--- src/rtl/time_entry_buffer.sv ---
// time_entry_buffer
//
// Keypad-side entry stage of the microwave timer. Collects up to four BCD
// digits into an MM:SS buffer, shifting each new digit in from the right.
// On start the seconds field is clamped to at most 59 and a one-cycle
// active-low load strobe is issued to the downstream mod-10/mod-6 counter
// chain, whose parallel-load inputs are driven by the digit outputs.
//
// Ports:
//   clock          in   system clock, rising edge
//   clear          in   asynchronous active-high reset
//   keypad_valid   in   one-cycle strobe, keypad_digit valid this cycle
//   keypad_digit   in   [3:0] digit value, legal 0-9
//   start          in   one-cycle strobe, load buffer into counters
//   cancel         in   one-cycle strobe, discard current entry
//   timer_running  in   counter chain is counting; keys and start ignored
//   sec_units      out  [3:0] BCD seconds units
//   sec_tens       out  [3:0] BCD seconds tens (<= 5 while loadn = 0)
//   min_units      out  [3:0] BCD minutes units
//   min_tens       out  [3:0] BCD minutes tens
//   loadn          out  active-low load strobe, low for exactly one cycle
//   digit_count    out  [2:0] number of digits entered, 0-4
//   entry_error    out  one-cycle pulse after a rejected action
//
// Strobe semantics: keypad_valid, start and cancel are single-cycle
// requests with no back-pressure. Each is acted on at the rising edge where
// it is high, or dropped if it loses to a higher-priority request on that
// edge (cancel > start > key) or arrives while the block is in LOAD. There
// is no ready signal; a dropped or rejected request is not retried.

module time_entry_buffer (
    input  logic       clock,
    input  logic       clear,
    input  logic       keypad_valid,
    input  logic [3:0] keypad_digit,
    input  logic       start,
    input  logic       cancel,
    input  logic       timer_running,
    output logic [3:0] sec_units,
    output logic [3:0] sec_tens,
    output logic [3:0] min_units,
    output logic [3:0] min_tens,
    output logic       loadn,
    output logic [2:0] digit_count,
    output logic       entry_error
);

    typedef enum logic [1:0] {
        EMPTY = 2'd0,
        ENTRY = 2'd1,
        LOAD  = 2'd2
    } state_t;

    // Current FSM state; kept as a named register so checkers can bind to it.
    state_t state;

    logic key_legal;
    logic start_req;
    logic key_req;

    assign key_legal = (keypad_digit <= 4'd9) && (digit_count != 3'd4);
    // While the counters run, keys and start are ignored without an error.
    assign start_req = start && !timer_running;
    assign key_req   = keypad_valid && !timer_running;

    always_ff @(posedge clock or posedge clear) begin
        if (clear) begin
            state       <= EMPTY;
            sec_units   <= 4'd0;
            sec_tens    <= 4'd0;
            min_units   <= 4'd0;
            min_tens    <= 4'd0;
            loadn       <= 1'b1;
            digit_count <= 3'd0;
            entry_error <= 1'b0;
        end else begin
            entry_error <= 1'b0;
            case (state)
                LOAD: begin
                    // Load already committed: the counters capture on this
                    // edge, so every synchronous input is ignored here.
                    state       <= EMPTY;
                    loadn       <= 1'b1;
                    sec_units   <= 4'd0;
                    sec_tens    <= 4'd0;
                    min_units   <= 4'd0;
                    min_tens    <= 4'd0;
                    digit_count <= 3'd0;
                end
                default: begin
                    if (cancel) begin
                        state       <= EMPTY;
                        sec_units   <= 4'd0;
                        sec_tens    <= 4'd0;
                        min_units   <= 4'd0;
                        min_tens    <= 4'd0;
                        digit_count <= 3'd0;
                    end else if (start_req) begin
                        if (state == ENTRY) begin
                            state <= LOAD;
                            loadn <= 1'b0;
                            // Clamp the seconds field to 59; minutes are
                            // passed through unchanged (max entry 99:59).
                            if (sec_tens > 4'd5) begin
                                sec_tens  <= 4'd5;
                                sec_units <= 4'd9;
                            end
                        end else begin
                            entry_error <= 1'b1;
                        end
                    end else if (key_req) begin
                        if (key_legal) begin
                            state       <= ENTRY;
                            min_tens    <= min_units;
                            min_units   <= sec_tens;
                            sec_tens    <= sec_units;
                            sec_units   <= keypad_digit;
                            digit_count <= digit_count + 3'd1;
                        end else begin
                            entry_error <= 1'b1;
                        end
                    end
                end
            endcase
        end
    end

endmodule

--- config.mk ---
export PLATFORM = sky130hd
export DESIGN_NAME = time_entry_buffer
export DESIGN_NICKNAME = d
export VERILOG_FILES = /design/src/rtl/time_entry_buffer.sv
export SDC_FILE = /design/constraint.sdc
export NUM_CORES = 1
export LEC_CHECK = 0
export ABC_AREA = 1
export ABC_CLOCK_PERIOD_IN_PS = 1890
export CAP_MARGIN = 30
export CORE_MARGIN = 8
export CORE_UTILIZATION = 47
export CTS_CLUSTER_SIZE = 40
export DETAILED_ROUTE_END_ITERATION = 12
export PLACE_DENSITY = 0.78
export SLEW_MARGIN = 20
export SYNTH_ARGS = -nofsm -noshare
export SYNTH_HDL_FRONTEND = slang
export SYNTH_SLANG_ARGS = --single-unit
--- constraint.sdc ---
create_clock -name clock -period 1.89 [get_ports clock]
set_clock_uncertainty 0.15 [all_clocks]
set_input_delay 0.378 -clock clock [delete_from_list [all_inputs] [get_ports clock]]
set_output_delay 0.378 -clock clock [all_outputs]
set_load 0.005 [all_outputs]
==> flow_summary.toml <==
[clocking]
cts_buffers = 3
clk_pin_slew_ps = 140
cts_sinks = 23
cts_max_path_buffers = 2
cts_tree = "built"
postCtsSetupRepairBufs = 0
cts_resized = 1
cts_hold_buf = 0
insertion_delay_ps = 310
root_buffer = "clkbuf_4"
h-tree-depth = 1

[setup_path]
critical_path_class = "flip-flop to output pin"
path_buf_inv = 1
setup.worst_path.end_class = "output pin"
rrSetupSlack_ps = 180
crit-reg2reg-launch = "state[0]$_DFFE_PP0P_"
cp.required_ps = 1360
cpLargestDelayFamily = "buffers and inverters"
r2r_cells = 9
crit_chain = "clkdlybuf4s50_1"
cp_slowest_cell = "clkdlybuf4s50_1"
worst_setup_path_start_kind = "flip-flop"
arrival_ps = 1270
crit_path_max_incr_delay_ps = 530
crit_path_max_fanout = 4
r2r_end = "sec_tens[3]$_DFFE_PP0P_"

[place]
io_buffers = 30
place_hpwl_um = 2140
globalplace.congestion = 0.927
dpl-instance-area_um2 = 1540

[yosys]
synth_seq_cells = 23
async_reset_ff_frac = 1.00
ys_types = 17
ys_top_cells_by_area = "dfrtp_1, nand2_1, nand3_1"
yosysMostFrequentCell = "nand2_1"
synthCells = 149
synth_fp_nets = 163
netlist_area_um2 = 1170
netlist_top_cells_count = "nand2_1, dfrtp_1, nand3_1, nor2_1, inv_1"
synth_top_cell_area_share = 0.470
ys_warn_count = 0
synth_ff_type = "dfrtp_1"
syn_area_per_cell_um2 = 7.87
yosysSeqAreaShare = 0.492
synth_edf_count = 0
yosysTopAreaCell = "dfrtp_1"

[finish]
nets = 201
design_area_um2 = 1560
drive_above_1_share = 0.108
fin_util = 0.649
n_antenna_cell = 0
syn2layout_area_growth_pct = 33.4

[grt]
grt_overflow = 0
grt_use_total = 0.135
grt_pass1_wl_um = 4820
grt_start_max_net_pins = 24
grt_pass1_vias = 1091
antenna_found_initial = 0

[power]
swShare = 0.278
p_int_mw = 0.681
switching_power_mw = 0.263
power_leakage_nw = 0.822
seq_power_share = 0.567
peakVddDrop_mv = 0.419
comb_power_share = 0.187
power_density_nw_per_um2 = 604
clkPwrFrac = 0.246

[floorplan]
core_um2 = 2410
die-height_um = 65.9
ios = 31
die_w_um = 65.9
start_util = 0.487
rows = 18
die-area_um2 = 4350

[timing]
max_freq_mhz = 556
hold_viol = 0
maxSlewHeadroom = 0.786
layout_min_cycle_time_ps = 1800
setup_viol = 0
tightest_slew_ps = 319
post-route-period-util = 0.951
rsz0062_at_grt = "false"
finalMaxSlewViolations = 0

[detailed_routing]
vias_per_cell = 4.89
vias = 1056
post_drt_wl_per_cell_um = 12.7
drc_errors = 0
dr.pass1.iters = 4
antenna_left = 0
drt_iter0_markers = 66
drt_wl_total_um = 2740

[min_path]
hold_class = "input pin to async pin"

[run]
maxCapViolations = 0

[outcome]
outcome = "complete, no violations"
## per-layer routing
layer  GRT usage  vias to the layer above  part of all wire
met4      0.0160                        0                 0
met1       0.154                      494              0.43
met5           0                        -                 0
li1            -                      536                 -
met2       0.242                       26              0.49
met3      0.0475                        0             0.080
## final cells by class
cell class | count | area (um^2)
Clock inverter | 1 | 5.00
Sequential cell | 23 | 577
Clock buffer | 3 | 22.5
Fill cell | 220 | 846
Multi-Input combinational cell | 107 | 522
Tap cell | 30 | 37.5
Inverter | 17 | 63.8
Timing Repair Buffer | 35 | 337
## cell families after synthesis
group	after synthesis	share of synthesized area
and+or+nand+nor	95	0.366
buffers and inverters	19	0.0630
adders and majority gates	4	0.0427
AOI/OAI and AO/OA	8	0.0363
DFF	23	0.492
## cells in the final DEF (no fill, tap or decap)
| master | netlist | layout |
|---|---|---|
| nand3_1 | 16 | 16 |
| nor2_1 | 16 | 16 |
| dlygate4sd2_1 | 0 | 1 |
| clkdlybuf4s50_1 | 0 | 29 |
| dfstp_2 | 1 | 1 |
| or2_2 | 1 | 1 |
| o21ai_1 | 2 | 2 |
| dfrtp_1 | 22 | 22 |
| nor2_8 | 1 | 1 |
| clkbuf_4 | 0 | 3 |
| nand2_1 | 55 | 55 |
| clkinv_2 | 0 | 1 |
| nand2_2 | 2 | 2 |
| inv_2 | 2 | 2 |
| buf_4 | 0 | 5 |
| nand3_2 | 1 | 1 |
| o31ai_1 | 1 | 1 |
| inv_1 | 15 | 15 |
| ha_1 | 4 | 4 |
| nor2_4 | 3 | 3 |
| o21ai_0 | 5 | 5 |
## stage by stage
stage	cells	setup WS, ps	hold WS, ps	power (mW)	setup TNS (ps)
6_report	216	91.7	232	0.944	0
5_1_grt	216	30.0	290	0.999	0
4_1_cts	216	77.6	248	0.953	0
3_5_place_dp	212	-90.8	341	0.726	-780
3_3_place_gp	212	29.1	328	0.722	0
2_1_floorplan	149	357	229	0.631	0
## flip-flops by register name, indices dropped and copies added, names as in the netlist
| name | count |
|---|---|
| state | 2 |
| loadn | 1 |
| min_tens | 4 |
| min_units | 4 |
| sec_tens | 4 |
| digit_count | 3 |
| entry_error | 1 |
| sec_units | 4 |
## worst max-delay path by stage
stage                                          start                         end  slack, ps  cells after the start
final                        sec_tens[3]$_DFFE_PP0P_                 sec_tens[3]         90                      1
after global routing      digit_count[2]$_DFFE_PP0P_              digit_count[2]         30                      1
after CTS                    sec_tens[3]$_DFFE_PP0P_                 sec_tens[3]         80                      1
after detailed placement             keypad_digit[2]    sec_units[3]$_DFFE_PP0P_        -90                      7
after global placement               keypad_digit[2]    sec_units[2]$_DFFE_PP0P_         30                      7
after floorplan                 state[0]$_DFFE_PP0P_  digit_count[0]$_DFFE_PP0P_        360                      9
## power groups by stage
| stage | logic, mW | registers [mW] | clock network, mW |
|---|---|---|---|
| 2_1_floorplan | 0.0870 | 0.544 | 0 |
| 3_3_place_gp | 0.178 | 0.544 | 0 |
| 3_5_place_dp | 0.181 | 0.545 | 0 |
| 4_1_cts | 0.180 | 0.536 | 0.237 |
| 5_1_grt | 0.200 | 0.540 | 0.259 |
| 6_report | 0.177 | 0.535 | 0.232 |
(Power assumes the default switching activity.)
==> RTL edit 1: new RTL, same flow settings <==
The 3 states of `state_t` get a one-hot encoding in 3 bits.
--- a/src/rtl/time_entry_buffer.sv
+++ b/src/rtl/time_entry_buffer.sv
@@ -47,6 +47,6 @@
 
-    typedef enum logic [1:0] {
-        EMPTY = 2'd0,
-        ENTRY = 2'd1,
-        LOAD  = 2'd2
+    typedef enum logic [2:0] {
+        EMPTY = 3'b001,
+        ENTRY = 3'b010,
+        LOAD  = 3'b100
     } state_t;
Behaviour: no difference found for any inputs over 10 cycles, from zero or initial values; not proved beyond that.
==> RTL edit 1 against the original RTL <==
  * Wire length is 9.3% higher
  * Synthesized area is 2.0% higher
  * Design area is 4.6% higher
  * Count of clock-buffer cells in the layout stayed put
  * Sequential cell count is 1 higher
  * Setup slack worse by 31 ps
  * Combinational power is 9.6% lower
  * Non-clock buffer count is 5 higher
  * Sequential power is 3% higher
  * Total power is 15% higher
==> RTL edit 1: results (changes against the original RTL) <==
Outcome
  – Outcome: finished clean

Synthesis
  – Commonest cells post-synth: nand2_1, dfrtp_1, nand3_1, inv_1, nor2_1
  – Post-synth cell types: 22 (+5)
  – Sequential share of the synthesized area: 50.4% (+1.2 points)
  – Syn_nets: 166 (+1.8%)
  – Syn avg cell area: 7.77 sq um (-1.3%)
  – Top area cells in the synthesized netlist: dfrtp_1, nand2_1, nand3_1

Routing
  – Vias: 1,133 (+7.3%)
  – Vias/cell: 5.04 (+3.0%)
  – WL final: 2.99 mm (+9.3%)
  – Iteration-0 DRC Markers: 56 (-15%)

Power
  – Pleak: 0.871 nW (+6.0%)
  – Maximum VDD drop: 441 uV (+5.2%)
  – Int Pwr: 829 uW (+22%)

Global route
  – Pin count of the biggest net entering global routing: 15 (-38%)
  – Tot GR Track Use: 14.5% (+1.0 points)
  – First-pass GRT wire length: 5.07 mm (+5.3%)

Place
  – Post-detail-place hpwl: 2.35 mm (+9.9%)
  – RePlAce Congestion: 0.895 (-3.5%)
  – Placed cell area: 1590 sq um (+3.1%)

Setup path
  – R2R cell count: 8 (-1)
  – CP startpoint: digit_count[2]
  – Worst R2R Setup Slack: 320 ps (+140 ps)
  – CP peak stage delay: 540 ps
  – WP data arrival: 1300 ps (+30 ps)
  – Worst-path fanout max: 5 (+1)
  – R2R Path Start: digit_count[0]

Final layout
  – Share of layout cells above drive strength 1: 12.8% (+2.1 points)
  – Nets: 208 (+3.5%)
  – FILL cells: 206 (-6.4%)

Timing
  – Slew @ Worst Pin: 416 ps (+96.9 ps)

Clock network
  – Cts bufs inserted: 3 (unchanged)
## RTL edit 1: changes by cell type in the layout (fill, tap and decap cells not counted), moves of 2 or more
cell	unedited run	this run
nor2_4	3	1
buf_4	5	10
nor2_1	16	13
o21ai_0	5	2
nand2_1	55	61
a21oi_1	0	5
nand3_1	16	18
ha_1	4	2
## RTL edit 1: final cells by class
cell class                      count  share of cell area (%)
Clock inverter                      1                    1.83
Timing Repair Buffer               40                    22.9
Multi-Input combinational cell    111                    31.1
Clock buffer                        3                    1.38
Sequential cell                    24                    36.9
Tap cell                           30                    2.29
Inverter                           16                    3.67
## RTL edit 1: through the flow
step	setup TNS, ps	hold slack, ps	power (mW)	util [%]	setup WS [ps]
floorplan	0	241	0.636	-	474
global placement	-4.37	307	0.721	64.6	-4.37
detailed placement	-44.2	302	0.725	64.6	-24.3
CTS	0	180	1.10	66.7	52.6
global route	0	203	1.13	66.7	1.97
finish	0	176	1.09	66.7	61.0
## RTL edit 1: per-layer routing
layer	part of all wire, %	global-route usage (%)	up-vias
li1	-	-	559
met1	41	15.3	546
met2	54	26.7	24
met3	4.4	3.56	4
met4	0.97	6.13	0
met5	0	0	-
## RTL edit 1: power groups by stage
stage          clock network, mW  logic, mW  registers [mW]
6_report                   0.379      0.160           0.552
3_3_place_gp                   0      0.159           0.562
4_1_cts                    0.386      0.162           0.553
2_1_floorplan                  0     0.0744           0.562
3_5_place_dp                   0      0.163           0.562
5_1_grt                    0.401      0.178           0.555
## RTL edit 1: cells by family after synthesis
kind of cell    Yosys count  share of synthesized area, %
compound gates            9                          4.08
fa+ha+maj                 2                          2.09
buf+inv                  19                          7.01
flops                    24                          50.4
simple gates            100                          36.4
